[config.mk]
export PLATFORM = sky130hd
export DESIGN_NAME = mux_scan_nx1
export DESIGN_NICKNAME = d
export VERILOG_FILES = /design/src/rtl/mux_scan_nx1.sv
export SDC_FILE = /design/constraint.sdc
export NUM_CORES = 1
export LEC_CHECK = 0
export BUFFER_PORTS_ARGS = -buffer_cell sky130_fd_sc_hd__buf_4
export CAP_MARGIN = 40
export CORE_AREA = 2 2 39 41
export CTS_BUF_LIST = sky130_fd_sc_hd__clkbuf_8
export CTS_CLUSTER_DIAMETER = 150
export DETAILED_ROUTE_END_ITERATION = 6
export DIE_AREA = 0 0 41 43
export GPL_TIMING_DRIVEN = 0
export PLACE_DENSITY_LB_ADDON = 0.2
export SLEW_MARGIN = 20
export SYNTH_ARGS = -nofsm -noshare
export SYNTH_HDL_FRONTEND = slang
export SYNTH_SLANG_ARGS = --single-unit
[constraint.sdc]
create_clock -name clk -period 1.29 [get_ports clk]
set_input_delay 0.129 -clock clk [delete_from_list [all_inputs] [get_ports clk]]
set_output_delay 0.129 -clock clk [all_outputs]
set_load 0.02 [all_outputs]
[src/rtl/mux_scan_nx1.sv]
// Registered N-to-1 channel multiplexer with manual select and dwell-timed scan modes.
// Outputs carry the source channel tag, a valid flag and a once-per-rotation wrap pulse.
module mux_scan_nx1 #(
   parameter  int unsigned N     = 4,
   parameter  int unsigned W     = 1,
   parameter  int unsigned DWELL = 1,
   localparam int unsigned SW    = $clog2(N)
) (
   input  logic           clk,
   input  logic           rst,
   input  logic           en,
   input  logic           mode,
   input  logic [SW-1:0]  sel,
   input  logic [N*W-1:0] i,
   output logic [W-1:0]   y,
   output logic [SW-1:0]  y_ch,
   output logic           y_valid,
   output logic           wrap
);

   localparam int unsigned CW = (DWELL > 1) ? $clog2(DWELL) : 1;
   localparam logic [SW-1:0] PTR_LAST = SW'(N - 1);
   localparam logic [CW-1:0] CNT_LAST = CW'(DWELL - 1);

   typedef enum logic [1:0] {IDLE, MAN, SCAN} state_t;

   state_t         state, state_d;
   logic [SW-1:0]  ptr, ptr_d;
   logic [CW-1:0]  cnt, cnt_d, cnt_cur;
   logic [W-1:0]   y_d;
   logic [SW-1:0]  y_ch_d;
   logic           y_valid_d, wrap_d;
   logic           sel_legal;
   logic [W-1:0]   ch [N];

   for (genvar k = 0; k < N; k++) begin : g_ch
      assign ch[k] = i[k*W +: W];
   end

   // Only reachable when N is not a power of two.
   assign sel_legal = (32'(sel) < N);

   always_ff @(posedge clk or posedge rst) begin
      if (rst) begin
         state   <= IDLE;
         ptr     <= '0;
         cnt     <= '0;
         y       <= '0;
         y_ch    <= '0;
         y_valid <= 1'b0;
         wrap    <= 1'b0;
      end else begin
         state   <= state_d;
         ptr     <= ptr_d;
         cnt     <= cnt_d;
         y       <= y_d;
         y_ch    <= y_ch_d;
         y_valid <= y_valid_d;
         wrap    <= wrap_d;
      end
   end

   // State is decided from en/mode each cycle; actions follow the state being entered.
   always_comb begin
      state_d   = IDLE;
      ptr_d     = ptr;
      cnt_d     = '0;
      y_d       = y;
      y_ch_d    = y_ch;
      y_valid_d = 1'b0;
      wrap_d    = 1'b0;
      // A scan entered from another state always starts a fresh dwell.
      cnt_cur   = (state == SCAN) ? cnt : '0;

      if (en) state_d = mode ? SCAN : MAN;

      case (state_d)
         MAN: begin
            if (sel_legal) begin
               y_d       = ch[sel];
               y_ch_d    = sel;
               y_valid_d = 1'b1;
            end
         end
         SCAN: begin
            y_d       = ch[ptr];
            y_ch_d    = ptr;
            y_valid_d = 1'b1;
            wrap_d    = (ptr == PTR_LAST) && (cnt_cur == CNT_LAST);
            if (cnt_cur == CNT_LAST) begin
               cnt_d = '0;
               ptr_d = (ptr == PTR_LAST) ? '0 : ptr + SW'(1);
            end else begin
               cnt_d = cnt_cur + CW'(1);
            end
         end
         default: ;
      endcase
   end

endmodule

==> flow_metrics.env <==
export IMPL_status="finished clean"
export IMPL_maxCapViolations=0
export IMPL_antenna_cells=0
export IMPL_numClockSinks=7
export IMPL_finalCriticalPeriod_ps=1235
export IMPL_fmax_ghz=0.8099
export IMPL_drtPass1Iterations=1
export IMPL_ant_nets=0
export IMPL_dieArea_um2=1763
export IMPL_syn_nets=39
export IMPL_worstSetupPathType="reg -> reg"
export IMPL_synth_ff_type="dfrtp_1"
export IMPL_vias=260
export IMPL_internal_power_mw=0.6193
export IMPL_core_um2=1384
export IMPL_synth_area_leader_cell="dfrtp_1"
export IMPL_boundaryPins=15
export IMPL_gp_congestion=0.7553
export IMPL_switchingPower_mw=0.2406
export IMPL_pwr_share_comb_pct=27.5
export IMPL_ys_seq_area_share_pct=51.28
export IMPL_grt_overflow=0
export IMPL_nNetsFinal=57
export IMPL_synth_common_cells="7 x dfrtp_1, 3 x a21oi_1, 3 x mux2i_1, 3 x nor2_1, 2 x mux4_2"
export IMPL_synth_enable_flop_cells=0
export IMPL_io_buffers=12
export IMPL_p_per_area_nw_per_um2=1693
export IMPL_rrSetupSlack_ps=60
export IMPL_synth_seq_cells=7
export IMPL_p_leak_nw=0.2542
export IMPL_dp_hpwl_um=532.4
export IMPL_finalClockSkew_ps=1.319
export IMPL_post_place_cells=56
export IMPL_drc=0
export IMPL_syn_area_per_cell_um2=12.20
export IMPL_max_slew_margin_pct=81.58
export IMPL_crit_fanout=5
export IMPL_grtUsageTotal_pct=9.736
export IMPL_viasPerCell=4.262
export IMPL_cts_root_buf="clkbuf_8"
export IMPL_final_setup_tns_ps=0
export IMPL_fp_dieW_um=41
export IMPL_synth_async_reset_ratio_pct=100.0
export IMPL_grt_pass1_vias=279
export IMPL_setup_viol=0
export IMPL_min_period_over_period_pct=95.71
export IMPL_drive_gt1_share_pct=48.89
export IMPL_ys_warn_count=0
export IMPL_clockPowerShare_pct=34.9
export IMPL_cts_tree="done"
export IMPL_power_share_switching_pct=27.98
export IMPL_grt_max_degree=10
export IMPL_rsz0062_at_grt="false"
export IMPL_yosysTopAreaCellShare_pct=51.28
export IMPL_syn_cell_area_um2=341.6
export IMPL_final_area_um2=508.0
export IMPL_seqPwrFrac_pct=37.6
export IMPL_tightest_slew_ps=276.0
export IMPL_drv_slew=0
export IMPL_drtIter0Drc=0
export IMPL_synth_area_leaders="dfrtp_1 51%, mux4_2 13%, mux2i_1 8.8%, a21oi_1 4.4%, ha_1 3.7%"
export IMPL_grt_pass1_wl_mm=1.090
export IMPL_peakVddDrop_mv=0.5851
export IMPL_syn_inst=28
export IMPL_cts_clk_slew_worst_paths_ps=40
export IMPL_die_y_um=43
export IMPL_num_rows=14
export IMPL_numCtsBuffers=3
export IMPL_final_cell_count_no_fill=61
export IMPL_crit_path_start_kind="register"
export IMPL_antenna_found_initial=0
export IMPL_worst_ep_arrival_time_ps=1340
export IMPL_initial_core_util_pct=24.68
export IMPL_placed_area_um2=451.7
export IMPL_yosysMostFrequentCell="dfrtp_1"
export IMPL_synth_cell_types=15
export IMPL_cts_path_max_buffers=2
export IMPL_end_kind="register"
export IMPL_area_delta_synth_final_pct=48.72
export IMPL_hold_violations=0
export IMPL_clkLatencyLatePin_ps=220
export IMPL_critPathRequiredTime_ps=1390
export IMPL_post_drt_wl_per_cell_um=10.75
export IMPL_drt_total_wl_um=656
export IMPL_hp_class="in -> reg"
export IMPL_htreeDepth=1
[power groups by stage]
stage	clock (mW)	combinational, mW	sequential [mW]
after CTS	0.311	0.241	0.322
after detailed placement	0	0.239	0.325
after global routing	0.326	0.261	0.332
after floorplan	0	0.124	0.351
after global placement	0	0.234	0.322
final	0.300	0.237	0.324
[metal layers]
| metal | global-route usage (%) | share of wire, % |
|---|---|---|
| met1 | 8.638 | 37 |
| met2 | 16.25 | 58 |
| met3 | 4.712 | 4.9 |
| met4 | 6.000 | 0.61 |
| met5 | 0 | 0 |
[cells by family (layout without fill, tap and decap cells)]
kind of cell | Yosys count | after routing | synth area share [%]
fa+ha+maj | 1 | 1 | 3.662
buf+inv | 4 | 21 | 5.123
simple gates | 6 | 6 | 7.691
compound gates | 4 | 4 | 6.959
flops | 7 | 7 | 51.28
mux | 6 | 6 | 25.27
[sequential cells by signal, indices dropped and copies added (netlist names)]
signal   flops
y_ch         2
y_valid      1
wrap         1
ptr          2
y            1
[cell usage in the layout, fill, tap and decap left out]
| cell | netlist | layout |
|---|---|---|
| nand2_1 | 1 | 1 |
| dfrtp_1 | 7 | 6 |
| a21o_2 | 1 | 1 |
| mux2i_1 | 3 | 3 |
| ha_1 | 1 | 1 |
| dlygate4sd3_1 | 0 | 1 |
| a21oi_1 | 3 | 3 |
| mux4_2 | 2 | 2 |
| dfrtp_2 | 0 | 1 |
| nor2_1 | 3 | 3 |
| mux2_2 | 1 | 1 |
| buf_4 | 0 | 12 |
| and3_1 | 1 | 1 |
| buf_2 | 1 | 1 |
| nor3_1 | 1 | 1 |
| clkbuf_2 | 1 | 1 |
| inv_1 | 1 | 2 |
| clkbuf_8 | 0 | 3 |
| clkbuf_1 | 1 | 1 |
[per-stage QoR]
stage               worst slack [ps]  hold WS (ps)  util, %  power [mW]
global placement               17.48         74.82    32.64      0.5564
global route                   6.454         209.7    36.71      0.9194
detailed placement             11.29         92.17    32.64      0.5643
CTS                            3.142         189.1    36.62      0.8744
floorplan                      75.48        -67.60        -      0.4756
finish                         55.33         190.3    36.71      0.8599
[area by class of cell]
class	instances	area [um2]
Fill cell	149	875.8
Sequential cell	7	176.4
Multi-Input combinational cell	17	148.9
Timing Repair Buffer	13	100.1
Clock buffer	3	41.29
Tap cell	16	20.02
Buffer	3	13.76
Clock inverter	1	3.754
Inverter	1	3.754
[worst paths after layout]
path	depth (start not counted)	startpoint	to
worst max-delay path	3	ptr[0]	y
min in group asynchronous	3	rst	ptr[1]
worst min-delay path	2	en	y_valid
worst max register to register	3	ptr[0]	y
max in group asynchronous	3	rst	ptr[0]
worst min register to register	2	y_ch[0]	y_ch[0]
[worst max-delay path: stages (launching register included)]
cell     delay (ps)
dfrtp_2         400
mux4_2          500
mux2i_1         140
a21oi_1          80
[repair_timing]
item / CTS / global route
hold buffers: 1 / 0
endpoints found under the hold margin: 7 / 0
buffers inserted: 0 / 0
resized for setup: 0 / 1
endpoints found under the setup margin: 0 / 1
(Power assumes the default switching activity.)
